==> src/rtl/mfp_uart_receiver.sv <==
// Purpose: 8N1 UART receiver with a one-entry valid/ready output register and error pulses.
// Latency: rx_valid rises the cycle after the mid-stop-bit sample (about 9.5 bit times after the start edge).
// Backpressure: reception never stalls; a byte completing while the output is still held is dropped and flagged by overrun.
//
// Ports:
//   HCLK        - single clock, rising edge
//   HRESETn     - asynchronous active-low reset
//   UART_RX     - asynchronous serial input, idle high, LSB first
//   rx_data     - last received byte (stable while rx_valid and not consumed)
//   rx_valid    - rx_data holds an unconsumed byte
//   rx_ready    - consumer accepts rx_data when rx_valid is also high
//   frame_error - one-cycle pulse when a stop bit is sampled low
//   overrun     - one-cycle pulse when a completed byte is dropped
module mfp_uart_receiver #(
    parameter int CLKS_PER_BIT = 434
) (
    input  logic       HCLK,
    input  logic       HRESETn,
    input  logic       UART_RX,
    output logic [7:0] rx_data,
    output logic       rx_valid,
    input  logic       rx_ready,
    output logic       frame_error,
    output logic       overrun
);

    localparam int CNT_W = $clog2(CLKS_PER_BIT);
    localparam logic [CNT_W-1:0] HALF_M1 = CNT_W'(CLKS_PER_BIT / 2 - 1);
    localparam logic [CNT_W-1:0] FULL_M1 = CNT_W'(CLKS_PER_BIT - 1);

    typedef enum logic [2:0] {
        S_IDLE,
        S_START,
        S_DATA,
        S_STOP,
        S_WAIT_IDLE
    } state_t;

    state_t           state_q, state_d;
    logic             sync1_q, sync1_d;
    logic             sync2_q, sync2_d;
    logic             rx_prev_q, rx_prev_d;
    logic [CNT_W-1:0] cnt_q, cnt_d;
    logic [2:0]       bit_idx_q, bit_idx_d;
    logic [7:0]       shift_q, shift_d;
    logic [7:0]       rx_data_q, rx_data_d;
    logic             rx_valid_q, rx_valid_d;
    logic             frame_error_q, frame_error_d;
    logic             overrun_q, overrun_d;

    logic             rx_s;
    logic             byte_done;
    logic             consume;

    assign rx_s    = sync2_q;
    assign consume = rx_valid_q & rx_ready;

    always_comb begin
        state_d       = state_q;
        sync1_d       = UART_RX;
        sync2_d       = sync1_q;
        rx_prev_d     = rx_s;
        cnt_d         = cnt_q;
        bit_idx_d     = bit_idx_q;
        shift_d       = shift_q;
        rx_data_d     = rx_data_q;
        rx_valid_d    = rx_valid_q;
        frame_error_d = 1'b0;
        overrun_d     = 1'b0;
        byte_done     = 1'b0;

        case (state_q)
            S_IDLE: begin
                // Start bit is a falling edge of the synchronized line.
                if (rx_prev_q && !rx_s) begin
                    state_d = S_START;
                    cnt_d   = '0;
                end
            end
            S_START: begin
                // Re-check mid start bit so short low glitches are ignored.
                if (cnt_q == HALF_M1) begin
                    if (!rx_s) begin
                        state_d   = S_DATA;
                        cnt_d     = '0;
                        bit_idx_d = 3'd0;
                    end else begin
                        state_d = S_IDLE;
                    end
                end else begin
                    cnt_d = cnt_q + CNT_W'(1);
                end
            end
            S_DATA: begin
                // Counter was aligned to mid start bit, so full-bit steps land mid data bit.
                if (cnt_q == FULL_M1) begin
                    shift_d = {rx_s, shift_q[7:1]};
                    cnt_d   = '0;
                    if (bit_idx_q == 3'd7) begin
                        state_d = S_STOP;
                    end else begin
                        bit_idx_d = bit_idx_q + 3'd1;
                    end
                end else begin
                    cnt_d = cnt_q + CNT_W'(1);
                end
            end
            S_STOP: begin
                if (cnt_q == FULL_M1) begin
                    cnt_d = '0;
                    if (rx_s) begin
                        byte_done = 1'b1;
                        state_d   = S_IDLE;
                    end else begin
                        frame_error_d = 1'b1;
                        state_d       = S_WAIT_IDLE;
                    end
                end else begin
                    cnt_d = cnt_q + CNT_W'(1);
                end
            end
            S_WAIT_IDLE: begin
                // A held-low line (break) must return high before a new start is looked for.
                if (rx_s) begin
                    state_d = S_IDLE;
                end
            end
            default: begin
                state_d = S_IDLE;
            end
        endcase

        // Output register: a completing byte may replace one being consumed on
        // the same edge; otherwise a pending byte wins and the new one is dropped.
        if (byte_done) begin
            if (!rx_valid_q || consume) begin
                rx_data_d  = shift_q;
                rx_valid_d = 1'b1;
            end else begin
                overrun_d = 1'b1;
            end
        end else if (consume) begin
            rx_valid_d = 1'b0;
        end
    end

    always_ff @(posedge HCLK or negedge HRESETn) begin
        if (!HRESETn) begin
            state_q       <= S_IDLE;
            sync1_q       <= 1'b1;
            sync2_q       <= 1'b1;
            rx_prev_q     <= 1'b1;
            cnt_q         <= '0;
            bit_idx_q     <= 3'd0;
            shift_q       <= 8'h00;
            rx_data_q     <= 8'h00;
            rx_valid_q    <= 1'b0;
            frame_error_q <= 1'b0;
            overrun_q     <= 1'b0;
        end else begin
            state_q       <= state_d;
            sync1_q       <= sync1_d;
            sync2_q       <= sync2_d;
            rx_prev_q     <= rx_prev_d;
            cnt_q         <= cnt_d;
            bit_idx_q     <= bit_idx_d;
            shift_q       <= shift_d;
            rx_data_q     <= rx_data_d;
            rx_valid_q    <= rx_valid_d;
            frame_error_q <= frame_error_d;
            overrun_q     <= overrun_d;
        end
    end

    assign rx_data     = rx_data_q;
    assign rx_valid    = rx_valid_q;
    assign frame_error = frame_error_q;
    assign overrun     = overrun_q;

endmodule

==> config.mk <==
export PLATFORM = sky130hd
export DESIGN_NAME = mfp_uart_receiver
export DESIGN_NICKNAME = d
export VERILOG_FILES = /design/src/rtl/mfp_uart_receiver.sv
export SDC_FILE = /design/constraint.sdc
export NUM_CORES = 1
export LEC_CHECK = 0
export BUFFER_PORTS_ARGS = -buffer_cell sky130_fd_sc_hd__clkbuf_2
export CAP_MARGIN = 15
export CORE_ASPECT_RATIO = 0.6
export CORE_MARGIN = 2
export CORE_UTILIZATION = 53
export CTS_CLUSTER_SIZE = 30
export DETAILED_ROUTE_END_ITERATION = 8
export GPL_TIMING_DRIVEN = 0
export PLACE_DENSITY = 0.74
export SYNTH_ARGS = -nofsm -noshare
export SYNTH_HDL_FRONTEND = slang
export SYNTH_SLANG_ARGS = --single-unit
==> constraint.sdc <==
create_clock -name HCLK -period 1.84 [get_ports HCLK]
set_clock_uncertainty 0.1 [all_clocks]
set_input_delay 0.368 -clock HCLK [delete_from_list [all_inputs] [get_ports HCLK]]
set_output_delay 0.368 -clock HCLK [all_outputs]
set_load 0.02 [all_outputs]
==> results by group <==
Outcome
  • Status: finished, violations left
  • Failing checks: setup timing

Drt
  • Top sig layer: met4
  • Routed len/inst: 16.7 um
  • # DRC: 0
  • Final WL: 4090 um
  • Routed vias: around 1400
  • Met3 wire length: between 200 and 300 um
  • Initial DRT Pass Iterations: 5
  • Met2 routed WL: 1940 um
  • Metal-1 WL: 1820 um
  • First DRT Iteration DRCs: 196
  • Via density: ~5.7
  • Antenna Violating Nets Remaining: 0

Power and ir drop
  • Worst vdd ir: 0.811 mV
  • Sequential cell fraction of total power: 0.415
  • Overall power: 2.59 mW
  • Pwr dens: 1130 mW/mm2
  • Switch Pwr: 0.899 mW
  • Clock share of power: 0.209
  • Leak pwr: roughly 1.1 nW
  • Combinational share of power: 0.376
  • Switching share of power: 0.347
  • Int Pwr: 1.69 mW

CTS
  • CTS Buffer Depth: 2
  • Sink Count: 37
  • Root Driver: clkbuf_8
  • CTS tree: done
  • CTS clk-pin slew, worst paths: 0.07 ns
  • CTS buffer count: 5
  • Clock Latency Late Sink: between 0.2 and 0.3 ns
  • CTS H-tree lvls: 2
  • Hold Buf Count CTS: 0

Setup path
  • Worst path slowest cell: dfrtp_1
  • Crit path max-delay family: simple AND/OR/NAND/NOR gates
  • Worst r2r dst: rx_data[3]
  • R2R cell count: 6
  • Endpoint type of the worst setup path: flip-flop
  • Slowest stage delay, CP: 0.45 ns
  • CP Launch Type: flip-flop
  • WP data required: around 1.9 ns
  • Maximum fanout along the worst path: 8
  • Reg2Reg Launch Point: cnt_q[0]
  • FF-to-FF setup slack: -0.13 ns
  • Critical-path cell list: ha_4, nand4b_1, buf_4, nor3_4, nand4_4, mux2_4
  • Data arrival, critical path: 2.05 ns
  • Buf+Inv Stages, Crit Path: 1
  • Worst Path Class, Setup: reg -> reg

Final layout
  • Fin area: 0.00228 mm2
  • Area growth from synthesis to layout: 26.6%
  • Final net count: 208
  • N_diodes: 0
  • Layout cells sized above 1: 0.440

Timing
  • Hold Vio Cnt, Final: 0
  • Setup violators final: 19
  • Hold WS: 0.0567 ns
  • Final setup margin: -0.131 ns
  • Tmin final: 1.97 ns
  • Slew HR: 0.392
  • Worst-margin pin slew: 0.912 ns
  • Unrepaired setup endpoints after global routing: yes
  • Max-slew violations: 0
  • Highest clock rate: roughly 0.5 GHz
  • Tcrit/Tclk final: 1.07

Synthesis
  • Synth Flop Type: dfrtp_1
  • Most numerous cell in the Yosys netlist: dfrtp_1
  • Share of Yosys cell area claimed by the top area cell type: 0.472
  • Mapped Area: 0.00180 mm2
  • Asr flop ratio synth: 1.00
  • Syn nets: 168
  • Commonest cells post-synth: 34 x dfrtp_1, 19 x nand2_1, 16 x mux2_2
  • Yosys top cell by area: dfrtp_1
  • Synth Register Bits: 37
  • Post-synth EDFFs: 0
  • Synth Instances: 159
  • Share of the yosys chip area belonging to registers: 0.515
  • Syn_area_per_cell: about 11 um2
  • Yosys warnings: 0
  • Netlist cell types: 42
  • Area contributors post-synth: dfrtp_1 47%, mux2_2 10%, dfstp_2 4.4%

Global routing
  • Initial antenna violation count: 0
  • GRT Residual Overflow: 0
  • Global-route wire length before repair: between 6000 and 7000 um
  • Largest net degree at the start of global routing: 38
  • Number of global-route vias before repair: approximately 1400
  • Global Route Usage Sum: 0.219

Place
  • Port buffer count: 14
  • Placer Congestion: 0.875
  • Placed cell area: a little under 0.002 mm2
  • Final HPWL DP: roughly 2500 um

Job
  • Max-cap violations: 0

Die
  • DIE WIDTH: between 70 and 80 um
  • Die height: 49.2 um
  • Starting density of the core: 0.553
  • Rows: 16
  • Num ports: 15
  • Core area: 0.00326 mm2
  • Die ar.: about 0.004 mm2

Worst hold path
  • Worst Hold Endpoint: sync1_q
  • Worst hold path type: in -> reg
  • WHS Path Cells: 1
  • HP Start: UART_RX
[per-layer routing]
metal,up-vias,GRT usage
met5,-,0
met4,0,0.0862
met3,10,0.0574
met2,67,0.342
met1,679,0.294
li1,651,-
[metrics by stage]
| stage | util | setup TNS, ns | instances | worst slack (ns) |
|---|---|---|---|---|
| 6_report | 0.700 | -1.66 | 245 | -0.131 |
| 5_1_grt | 0.700 | -2.95 | 245 | -0.192 |
| 4_1_cts | 0.669 | -0.344 | 238 | -0.0470 |
| 3_5_place_dp | 0.602 | -3.41 | 218 | -0.234 |
| 3_3_place_gp | 0.602 | -1.76 | 218 | -0.151 |
| 2_1_floorplan | - | 0 | 159 | 0.00508 |
[sequential cells by signal (all words and copies together) (netlist names)]
name         cells
sync1_q          1
rx_prev_d        1
cnt_q            9
shift_q          8
rx_prev_q        1
frame_error      1
overrun          1
state_q          3
rx_valid         1
rx_data          8
bit_idx_q        3
[power by group through the flow]
stage | logic, mW | clock network [mW] | registers (mW)
after floorplan | 0.521 | 0 | 1.05
after global placement | 0.615 | 0 | 1.07
after detailed placement | 0.657 | 0 | 1.08
after CTS | 0.825 | 0.544 | 1.06
after global routing | 1.07 | 0.590 | 1.09
final | 0.972 | 0.541 | 1.07
[worst max path at each step]
stage	depth (start not counted)	end	from	slack [ns]
finish	6	rx_data[3]	cnt_q[0]	-0.13
global route	7	rx_data[3]	cnt_q[1]	-0.19
CTS	7	rx_data[0]	cnt_q[1]	-0.05
detailed placement	6	rx_data[0]	cnt_q[1]	-0.23
global placement	6	rx_data[7]	cnt_q[1]	-0.15
floorplan	5	bit_idx_q[0]	bit_idx_q[0]	0.005
[cell families after synthesis]
family | Yosys count | share of synthesized area
AO/OA/AOI/OAI | 34 | 0.126
adder cells (fa/ha/maj) | 5 | 0.0347
buffers and inverters | 9 | 0.0236
flip-flops | 37 | 0.515
multiplexers | 20 | 0.125
AND/OR/NAND/NOR | 54 | 0.175
[layout make-up]
| cell class | count | area, um2 |
|---|---|---|
| timing repair buffer | 33 | 214 |
| sequential | 37 | 935 |
| multi-input combinational | 113 | 950 |
| tap | 45 | 56.3 |
| clock buffer | 6 | 72.6 |
| fill | 214 | 978 |
| buffer | 4 | 28.8 |
| inverter | 5 | 18.8 |
| clock inverter | 2 | 10.0 |
[what timing repair did]
action                                  in CTS  in global routing
setup buffers                               12                  7
endpoints found under the setup margin      29                 29
gates resized for setup                     11                 22
pin swaps                                    5                  6
[worst register-to-register path, cell delays in order, from the launching register on]
cell	delay, ns
dfrtp_1	0.45
ha_4	0.16
nand4b_1	0.15
buf_4	0.21
nor3_4	0.21
nand4_4	0.23
mux2_4	0.35
[placed cells by master, fill, tap and decap left out, types with 2 or more instances in the layout]
cell      netlist  final
a21oi_1         5      4
buf_4           0     18
buf_6           1      2
clkbuf_2        0     17
clkbuf_8        0      5
clkinv_2        0      2
dfrtp_1        34     30
dfrtp_2         0      4
dfstp_2         3      3
ha_4            0      3
inv_1           5      3
inv_2           0      2
mux2_2         16     15
mux2_4          1      2
mux2i_1         3      3
nand2_1        19     19
nand2b_1        4      4
nand3_1         4      4
nor2_1          7      6
nor2b_1         2      2
nor3_1          4      3
nor4_1          2      2
o21a_1          3      2
o21ai_0        11      6
o21ai_1         0      5
o22ai_1         6      6
o31a_1          2      2
No activity file was read; power rests on OpenSTA's default activity.
